`src/rtl/ts_switch_sequencer_if.sv`:
```
// ts_switch_sequencer_if: channel request, packet strobes, mux controls and status of the switch sequencer
interface ts_switch_sequencer_if #(
  parameter int TMO_W = 16,
  parameter int CNT_W = 16
);
  logic [1:0]       req_ch;
  logic             req_en;
  logic [3:0]       byte_valid;
  logic [3:0]       sof;
  logic [TMO_W-1:0] cfg_timeout;
  logic             clr_status;
  logic [1:0]       sel_ch;
  logic             gate;
  logic             busy;
  logic [1:0]       state;
  logic [CNT_W-1:0] switch_count;
  logic             timeout_flag;
  modport master (
    output req_ch, req_en, byte_valid, sof, cfg_timeout, clr_status,
    input  sel_ch, gate, busy, state, switch_count, timeout_flag
  );
  modport slave (
    input  req_ch, req_en, byte_valid, sof, cfg_timeout, clr_status,
    output sel_ch, gate, busy, state, switch_count, timeout_flag
  );
endinterface

```
`src/rtl/ts_switch_sequencer.sv`:
```
// ts_switch_sequencer: packet-aligned switchover of the 4-channel TS output mux with timeout fallback
module ts_switch_sequencer #(
  parameter int TMO_W = 16,
  parameter int CNT_W = 16
) (
  input logic clk,
  input logic rst,
  ts_switch_sequencer_if.slave io
);
  localparam logic [1:0] IDLE = 2'b00, ACTIVE = 2'b01, DRAIN = 2'b10, ALIGN = 2'b11;
  logic [1:0]       state_q, state_d, sel_q, sel_d, tgt_q, tgt_d;
  logic             gate_q, busy_q, flag_q, dis_q, dis_d, inc, tmo_hit, tmo;
  logic [TMO_W-1:0] tmr_q, tmr_d;
  logic [CNT_W-1:0] cnt_q;
  logic [3:0]       sofq;
  assign sofq = io.sof & io.byte_valid;
  assign tmo  = (io.cfg_timeout != '0) && (tmr_q == io.cfg_timeout - TMO_W'(1));
  always_comb begin
    state_d = state_q;
    sel_d   = sel_q;
    tgt_d   = state_q[1] ? io.req_ch : tgt_q;
    dis_d   = dis_q;
    inc     = 1'b0;
    tmo_hit = 1'b0;
    case (state_q)
      IDLE: begin
        if (io.req_en) begin
          state_d = ALIGN;
          tgt_d   = io.req_ch;
        end
      end
      ACTIVE: begin
        if (!io.req_en || io.req_ch != sel_q) begin
          state_d = DRAIN;
          dis_d   = !io.req_en;
          tgt_d   = io.req_ch;
        end
      end
      DRAIN: begin
        // any enabled request in DRAIN leaves disable mode (same channel cancels below)
        if (io.req_en) dis_d = 1'b0;
        if (io.req_en && io.req_ch == sel_q) state_d = ACTIVE;
        else if (sofq[sel_q]) begin
          if (dis_d) state_d = IDLE;
          else if (sofq[tgt_q]) begin
            sel_d   = tgt_q;
            inc     = 1'b1;
            state_d = ACTIVE;
          end else state_d = ALIGN;
        end else if (tmo) begin
          tmo_hit = 1'b1;
          state_d = dis_d ? IDLE : ALIGN;
        end
      end
      default: begin
        if (!io.req_en) state_d = IDLE;
        else if (sofq[io.req_ch]) begin
          sel_d   = io.req_ch;
          inc     = 1'b1;
          state_d = ACTIVE;
        end else if (tmo) tmo_hit = 1'b1;
      end
    endcase
    tmr_d = (state_d[1] && (state_d != state_q || tmo_hit)) ? '0 :
            state_q[1] ? tmr_q + TMO_W'(1) : tmr_q;
  end
  always_ff @(posedge clk) begin
    if (!rst) begin
      state_q <= IDLE;
      sel_q   <= '0;
      tgt_q   <= '0;
      dis_q   <= 1'b0;
      tmr_q   <= '0;
      gate_q  <= 1'b0;
      busy_q  <= 1'b0;
      cnt_q   <= '0;
      flag_q  <= 1'b0;
    end else begin
      state_q <= state_d;
      sel_q   <= sel_d;
      tgt_q   <= tgt_d;
      dis_q   <= dis_d;
      tmr_q   <= tmr_d;
      gate_q  <= state_d[0] ^ state_d[1];
      busy_q  <= state_d[1];
      cnt_q   <= io.clr_status ? '0 : (inc && !(&cnt_q)) ? cnt_q + CNT_W'(1) : cnt_q;
      flag_q  <= io.clr_status ? 1'b0 : (flag_q | tmo_hit);
    end
  end
  assign io.sel_ch       = sel_q;
  assign io.gate         = gate_q;
  assign io.busy         = busy_q;
  assign io.state        = state_q;
  assign io.switch_count = cnt_q;
  assign io.timeout_flag = flag_q;
endmodule

```
`src/flat_wrapper.sv`:
```
// flat-port wrapper written by rule: the top's interface ports become plain ports
module ts_switch_sequencer_flat 
#(
  parameter int TMO_W = 16,
  parameter int CNT_W = 16
)
  (clk, rst, io_req_ch, io_req_en, io_byte_valid, io_sof, io_cfg_timeout, io_clr_status, io_sel_ch, io_gate, io_busy, io_state, io_switch_count, io_timeout_flag);
  ts_switch_sequencer_if #(.TMO_W(TMO_W), .CNT_W(CNT_W)) io_i ();
  input logic clk;
  input logic rst;
  input wire logic [$bits(io_i.req_ch)-1:0] io_req_ch;
  input wire logic [$bits(io_i.req_en)-1:0] io_req_en;
  input wire logic [$bits(io_i.byte_valid)-1:0] io_byte_valid;
  input wire logic [$bits(io_i.sof)-1:0] io_sof;
  input wire logic [$bits(io_i.cfg_timeout)-1:0] io_cfg_timeout;
  input wire logic [$bits(io_i.clr_status)-1:0] io_clr_status;
  output wire logic [$bits(io_i.sel_ch)-1:0] io_sel_ch;
  output wire logic [$bits(io_i.gate)-1:0] io_gate;
  output wire logic [$bits(io_i.busy)-1:0] io_busy;
  output wire logic [$bits(io_i.state)-1:0] io_state;
  output wire logic [$bits(io_i.switch_count)-1:0] io_switch_count;
  output wire logic [$bits(io_i.timeout_flag)-1:0] io_timeout_flag;
  assign io_i.req_ch = io_req_ch;
  assign io_i.req_en = io_req_en;
  assign io_i.byte_valid = io_byte_valid;
  assign io_i.sof = io_sof;
  assign io_i.cfg_timeout = io_cfg_timeout;
  assign io_i.clr_status = io_clr_status;
  assign io_sel_ch = io_i.sel_ch;
  assign io_gate = io_i.gate;
  assign io_busy = io_i.busy;
  assign io_state = io_i.state;
  assign io_switch_count = io_i.switch_count;
  assign io_timeout_flag = io_i.timeout_flag;
  ts_switch_sequencer #(.TMO_W(TMO_W), .CNT_W(CNT_W)) u_core (.clk(clk), .rst(rst), .io(io_i));
endmodule
```
`config.mk`:
```
export PLATFORM = sky130hd
export DESIGN_NAME = ts_switch_sequencer_flat
export DESIGN_NICKNAME = d
export VERILOG_FILES = /design/src/rtl/ts_switch_sequencer_if.sv /design/src/rtl/ts_switch_sequencer.sv /design/src/flat_wrapper.sv
export SDC_FILE = /design/constraint.sdc
export NUM_CORES = 1
export LEC_CHECK = 0
export CAP_MARGIN = 40
export CORE_MARGIN = 5
export CORE_UTILIZATION = 39
export CTS_CLUSTER_SIZE = 8
export DETAILED_ROUTE_END_ITERATION = 8
export SLEW_MARGIN = 20
export SYNTH_ARGS = -nofsm -noshare
export SYNTH_HDL_FRONTEND = slang
export SYNTH_SLANG_ARGS = --single-unit
```
`constraint.sdc`:
```
create_clock -name clk -period 3.06 [get_ports clk]
set_input_delay 0.306 -clock clk [delete_from_list [all_inputs] [get_ports clk]]
set_output_delay 0.306 -clock clk [all_outputs]
set_load 0.05 [all_outputs]
```
# Word-level counts from Yosys, hierarchy flattened
# Index checks and enable logic that the tools add are counted.
[word_totals] memories=0 regBits=42 wordCells=95 rom_bits=0 input_bits=30 latchBits=0 mem_bits_rw=0
[op_classes] magnitude_cmp=3 multipliers=0 shift=0 add_sub_neg=3 eq_ne=11 n_reduce_logical=19 n_div=0 mux=45 bitwise_logic=5
[op_table] op="2-bit 2-to-1 mux" count=19
[op_table] op="16-bit by 1-bit adder with 16-bit output (second input constant)" count=2
[op_table] op="1-bit 2-to-1 mux" count=17
[op_table] op="16-bit == test" count=1
[op_table] op="16-bit AND reduction" count=1
[op_table] op="16-bit nonzero test" count=1
[op_table] op="16-bit by 1-bit subtractor with 16-bit output (second input constant)" count=1
[op_table] op="2-bit by 3-bit < comparator with 1-bit output (second input constant)" count=3
[op_table] op="2-bit one-hot mux with 2 select lines" count=2
[op_table] op="7-bit AND reduction" count=1
[op_table] op="1-bit binary-select mux with 2-bit select" count=3
[op_table] op="2-bit by 1-bit inequality test with 1-bit output (second input constant)" count=3
[op_table] op="1-bit one-hot mux with 2 select lines" count=3
[op_table] op="2-bit one-hot mux with 3 select lines" count=1
[op_table] op="2-bit nonzero test" count=3
[op_table] op="2-bit OR reduction" count=3
[op_table] op="4-bit bitwise AND" count=1
[op_table] op="1-bit logical AND" count=4
[op_table] op="2-bit inequality test" count=2
[op_table] op="2-bit inequality test (second input constant)" count=2
[op_table] op="2-bit by 1-bit == test with 1-bit output (second input constant)" count=1
[op_table] op="2-bit == test" count=1
[op_table] op="2-bit == test (second input constant)" count=1
[op_table] op="1-bit zero test" count=2
[op_table] op="6 further kinds" count=8

# Depth between registers and ports, before layout
[logic_depth] word_depth=12 mapped_depth=10 mapped_depth_nobuf=9

# Worst setup path before layout
# Ideal clock, no wire load.
[synth_timing] kind="reg-to-reg" from="register u_core.state_q[1] (netlist: u_core.io.state[1])" to="register u_core.cnt_q[13] (netlist: u_core.io.switch_count[13])" setup_slack_ps=298 setup_ps=124 arrival_ps=2638 path_stages_with_launch=9 path_cell_list="dfxtp_1 clkbuf_1 nor2b_1 o311ai_0 o32ai_2 nor4b_2 nand2_1 xnor2_1 nor2b_1"
[synth_via] elab_chain_len=4 word_cells_on_any_way=6
[synth_lines] item="start, declared" line="ts_switch_sequencer.sv:11" text="logic [1:0] state_q, state_d, sel_q, sel_d, tgt_q, tgt_d;"
[synth_lines] item="start signal, assigned" line="ts_switch_sequencer.sv:79" text="state_q <= state_d;"
[synth_lines] item="2-bit by 1-bit == test with 1-bit output or 2-bit zero test (tied branches)" line="ts_switch_sequencer.sv:25" text="case (state_q)"
[synth_lines] item="2-bit OR reduction (no source line)"
[synth_lines] item="1-bit one-hot mux with 2 select lines *" line="ts_switch_sequencer.sv:25"
[synth_lines] item="1-bit logical AND *" line="ts_switch_sequencer.sv:86" text="cnt_q <= io.clr_status ? '0 : (inc && !(&cnt_q)) ? cnt_q + CNT_W'(1) : cnt_q;"
[synth_lines] item="end signal, assigned" line="ts_switch_sequencer.sv:86"
[synth_lines] item="end, declared" line="ts_switch_sequencer.sv:14" text="logic [CNT_W-1:0] cnt_q;"
# Mark *: on every way between the ends. The rest lies on a longest branch, timed or not.
# A chain may end at the register's enable or synchronous reset.

# Worst setup path after layout
[layout_timing] from="input port io_cfg_timeout[1]" to="register u_core.gate_q (netlist: u_core.io.gate)"
[layout_via] elab_chain_len=8 word_cells_on_any_way=9
[layout_lines] item="start, declared" line="flat_wrapper.sv:15" text="input wire logic [$bits(io_i.cfg_timeout)-1:0] io_cfg_timeout;"
[layout_lines] item="16-bit by 1-bit subtractor with 16-bit output" line="ts_switch_sequencer.sv:17" text="assign tmo = (io.cfg_timeout != '0) && (tmr_q == io.cfg_timeout - TMO_W'(1));"
[layout_lines] item="16-bit == test" line="ts_switch_sequencer.sv:17"
[layout_lines] item="1-bit logical AND *" line="ts_switch_sequencer.sv:17"
[layout_lines] item="2-bit 2-to-1 mux *" line="ts_switch_sequencer.sv:50" text="end else if (tmo) begin"
[layout_lines] item="2-bit 2-to-1 mux *" line="ts_switch_sequencer.sv:43" text="else if (sofq[sel_q]) begin"
[layout_lines] item="2-bit 2-to-1 mux *" line="ts_switch_sequencer.sv:42" text="if (io.req_en && io.req_ch == sel_q) state_d = ACTIVE;"
[layout_lines] item="2-bit one-hot mux with 3 select lines *" line="ts_switch_sequencer.sv:25"
[layout_lines] item="1-bit XOR *" line="ts_switch_sequencer.sv:84" text="gate_q <= state_d[0] ^ state_d[1];"
[layout_lines] item="end signal, assigned" line="ts_switch_sequencer.sv:84"
[layout_lines] item="end, declared" line="ts_switch_sequencer.sv:12" text="logic gate_q, busy_q, flag_q, dis_q, dis_d, inc, tmo_hit, tmo;"
# Marks and branches as above.

==> flow_summary.toml <==
[place]
numPortBuffers = 52
globalplace.congestion = 0.8213
hpwl_um = 5211

[worst_hold_path]
hp-class = "flop to flop"

[cts]
h-tree-depth = 2
numCtsBuffers = 5
clk_pin_slew_ps = 80
cts_setup_buffers = 0
clock_path_buffers = 2
clock-sinks = 41
cts-root-buf = "clkbuf_8"
clock_latency_ps = 290
tritoncts = "done"

[logic_synthesis]
synth_seq_area_share_pct = 29.51
synth_cells = 336
async_flop_share_pct = 0
yosysWarnings = 0
synth_edf_count = 0
synth_seq_cells = 41
ys_types = 59
syn_nets = 369
syn_area_um2 = 2781
syn_avg_cell_area_um2 = 8.278
yosys_most_used_dff = "dfxtp_1"

[sta]
worst_pin_slew_ps = 637.3
setup_viol = 0
finalCriticalPeriod_ps = 2841
fmax_ghz = 0.3520
hold_violations = 0
setup_tns_ps = 0
slew_violations = 0
finalClockSkew_ps = 6.398
relSlewSlack_pct = 57.51
timing.final.crit_share_pct = 92.85

[worst_setup_path]
r2r_cells = 8
timing.rr.start = "u_core.io.sel_ch[1]$_SDFFE_PN0P_"
max_stage_delay_ps = 460
cp.depth = 11
path_buf_inv = 3
r2r_end = "u_core.io.switch_count[3]$_SDFFE_PP0P_"
end_kind = "flop"
crit_required_ps = 3300
crit_chain = "clkdlybuf4s50_1 > inv_1 > ha_1 > or3b_4 > or3_4 > a211oi_2 > o2111ai_2 > buf_4 > or4_1 > a21boi_0 > o31a_1"
cp_max_fo = 4
crit_start = "io_cfg_timeout[1]"
setup.worst_path.end = "u_core.io.gate$_SDFF_PN0_"
crit_arrival_ps = 3080
cp-start-kind = "primary input"
crit_type = "primary input to flop"
slowest_stage = "or4_1"
critPathTopFamily = "simple AND/OR/NAND/NOR gates"
r2r_slack_ps = 690

[drt]
drt-initial-drc-count = 120
drtPass1Iterations = 5
dr_total_vias = 2587
wl_per_cell_um = 13.26
drc = 0
ant_nets = 0
wl_um = 6695
routed_via_density = 5.123

[die]
io_pins = 53
die_h_um = 94.45
die-area_um2 = 8921
start_util_pct = 40.49
core_um2 = 6869
fp-row-count = 30
die_w_um = 94.45

[power]
peakVddDrop_uv = 211.8
totalPowerFinal_mw = 1.265
power_density_nw_per_um2 = 344.8
p_leak_nw = 1.365

[grt]
grt_start_max_net_pins = 26
grt_overflow_total = 0
antenna_found_initial = 0
track_usage_pct = 15.67
grt_pass1_wl_um = 11480
grt_pass1_vias = 2506

[final_layout]
final_common_cell = "clkdlybuf4s50_1"
diodes = 0
n_fill_cell = 686
final_cell_mix = "52 x clkdlybuf4s50_1, 41 x dfxtp_1, 38 x nand2_1"
syn_to_final_growth_pct = 31.89
fin_nets = 441
drive_above_1_share_pct = 13.20

[status]
status = "finished, final reports clean"

[job]
drv_cap = 0
==> through the flow <==
step | cells | worst slack [ps] | instance area (um^2) | util (%) | hold slack (ps)
global placement | 497 | -33.11 | 3575 | 52.04 | 465.2
detailed placement | 497 | -75.48 | 3575 | 52.04 | 468.7
finish | 505 | 218.8 | 3669 | 53.41 | 485.4
floorplan | 336 | 298.0 | 2781 | - | 472.2
CTS | 505 | 230.5 | 3662 | 53.32 | 488.2
global route | 505 | -2.226 | 3669 | 53.41 | 504.4
==> report_power, final <==
part	switching, mW	internal, mW
combinational	0.189	0.159
sequential	0.0189	0.548
clock	0.190	0.161
==> worst min path at each step <==
| stage | end | from | slack (ps) | cells past startpoint |
|---|---|---|---|---|
| after floorplan | u_core.tgt_q[0]$_SDFF_PN0_ | io_req_ch[0] | 470 | 2 |
| after global routing | u_core.io.timeout_flag$_SDFF_PP0_ | u_core.io.timeout_flag$_SDFF_PP0_ | 500 | 1 |
| final | u_core.io.timeout_flag$_SDFF_PP0_ | u_core.io.timeout_flag$_SDFF_PP0_ | 490 | 1 |
| after CTS | u_core.io.timeout_flag$_SDFF_PP0_ | u_core.io.timeout_flag$_SDFF_PP0_ | 490 | 1 |
| after global placement | u_core.io.timeout_flag$_SDFF_PP0_ | u_core.io.timeout_flag$_SDFF_PP0_ | 470 | 1 |
| after detailed placement | u_core.io.timeout_flag$_SDFF_PP0_ | u_core.io.timeout_flag$_SDFF_PP0_ | 470 | 1 |
==> state kept, by name, indices dropped and copies added (netlist names) <==
signal,cells
u_core.tgt_q,2
u_core.io.switch_count,16
u_core.io.gate,1
u_core.tmr_q,16
u_core.io.timeout_flag,1
u_core.dis_q,1
u_core.io.sel_ch,2
u_core.io.state,2
==> synth_stat cells, types with 2 or more instances <==
| master | n | area [um^2] |
|---|---|---|
| o31a_1 | 3 | 26.28 |
| or2_2 | 2 | 12.51 |
| a21oi_1 | 21 | 105.1 |
| o21ai_0 | 9 | 45.04 |
| clkbuf_1 | 10 | 37.54 |
| o311ai_0 | 2 | 17.52 |
| o211a_1 | 3 | 30.03 |
| nand3b_1 | 3 | 22.52 |
| nor2_1 | 24 | 90.09 |
| xor2_1 | 22 | 192.7 |
| mux2i_1 | 9 | 90.09 |
| nand2b_1 | 4 | 25.02 |
| nand2_1 | 38 | 142.6 |
| and3_1 | 9 | 56.30 |
| o21bai_1 | 2 | 15.01 |
| buf_2 | 2 | 10.01 |
| dfxtp_1 | 41 | 820.8 |
| nor3b_1 | 4 | 30.03 |
| nand4_1 | 14 | 87.58 |
| inv_1 | 8 | 30.03 |
| mux4_2 | 3 | 67.56 |
| nor2b_1 | 7 | 43.79 |
| xnor2_1 | 26 | 227.7 |
| nor3_1 | 8 | 40.04 |
| nor4_1 | 4 | 25.02 |
| nand3_1 | 17 | 85.08 |
| or4_1 | 3 | 22.52 |
| and2_1 | 2 | 12.51 |
| and4_1 | 3 | 26.28 |
| ha_1 | 3 | 37.54 |
| o211ai_1 | 2 | 15.01 |
==> cell type report <==
| class | count | area, um^2 | area share (%) |
|---|---|---|---|
| Sequential cell | 41 | 820.8 | 22.37 |
| Clock buffer | 6 | 72.57 | 1.978 |
| Clock inverter | 2 | 15.01 | 0.4093 |
| Timing Repair Buffer | 80 | 743.2 | 20.26 |
| Inverter | 8 | 30.03 | 0.8186 |
| Tap cell | 96 | 120.1 | 3.274 |
| Multi-Input combinational cell | 272 | 1867 | 50.89 |
==> metal layers <==
metal	up-vias	routed length (um)	track usage (%)
met5	-	0	0
met4	0	44	2.524
met3	6	316	3.347
met2	45	3125	25.83
met1	1186	3209	21.41
li1	1350	-	-
==> timing repair <==
item | CTS | global route
setup endpoints to repair | 0 | 16
hold buffers | 0 | 0
gates resized for setup | 0 | 1
==> logic make-up (layout without fill, tap and decap cells) <==
family          Yosys count  in the layout  share of synthesized area (%)
simple gates            151            151                          29.64
compound gates           58             58                          15.11
xor+xnor                 48             48                          15.11
flops                    41             41                          29.51
buf+inv                  23             96                          3.599
mux                      12             12                          5.668
fa+ha+maj                 3              3                          1.350
(Power assumes the default switching activity.)
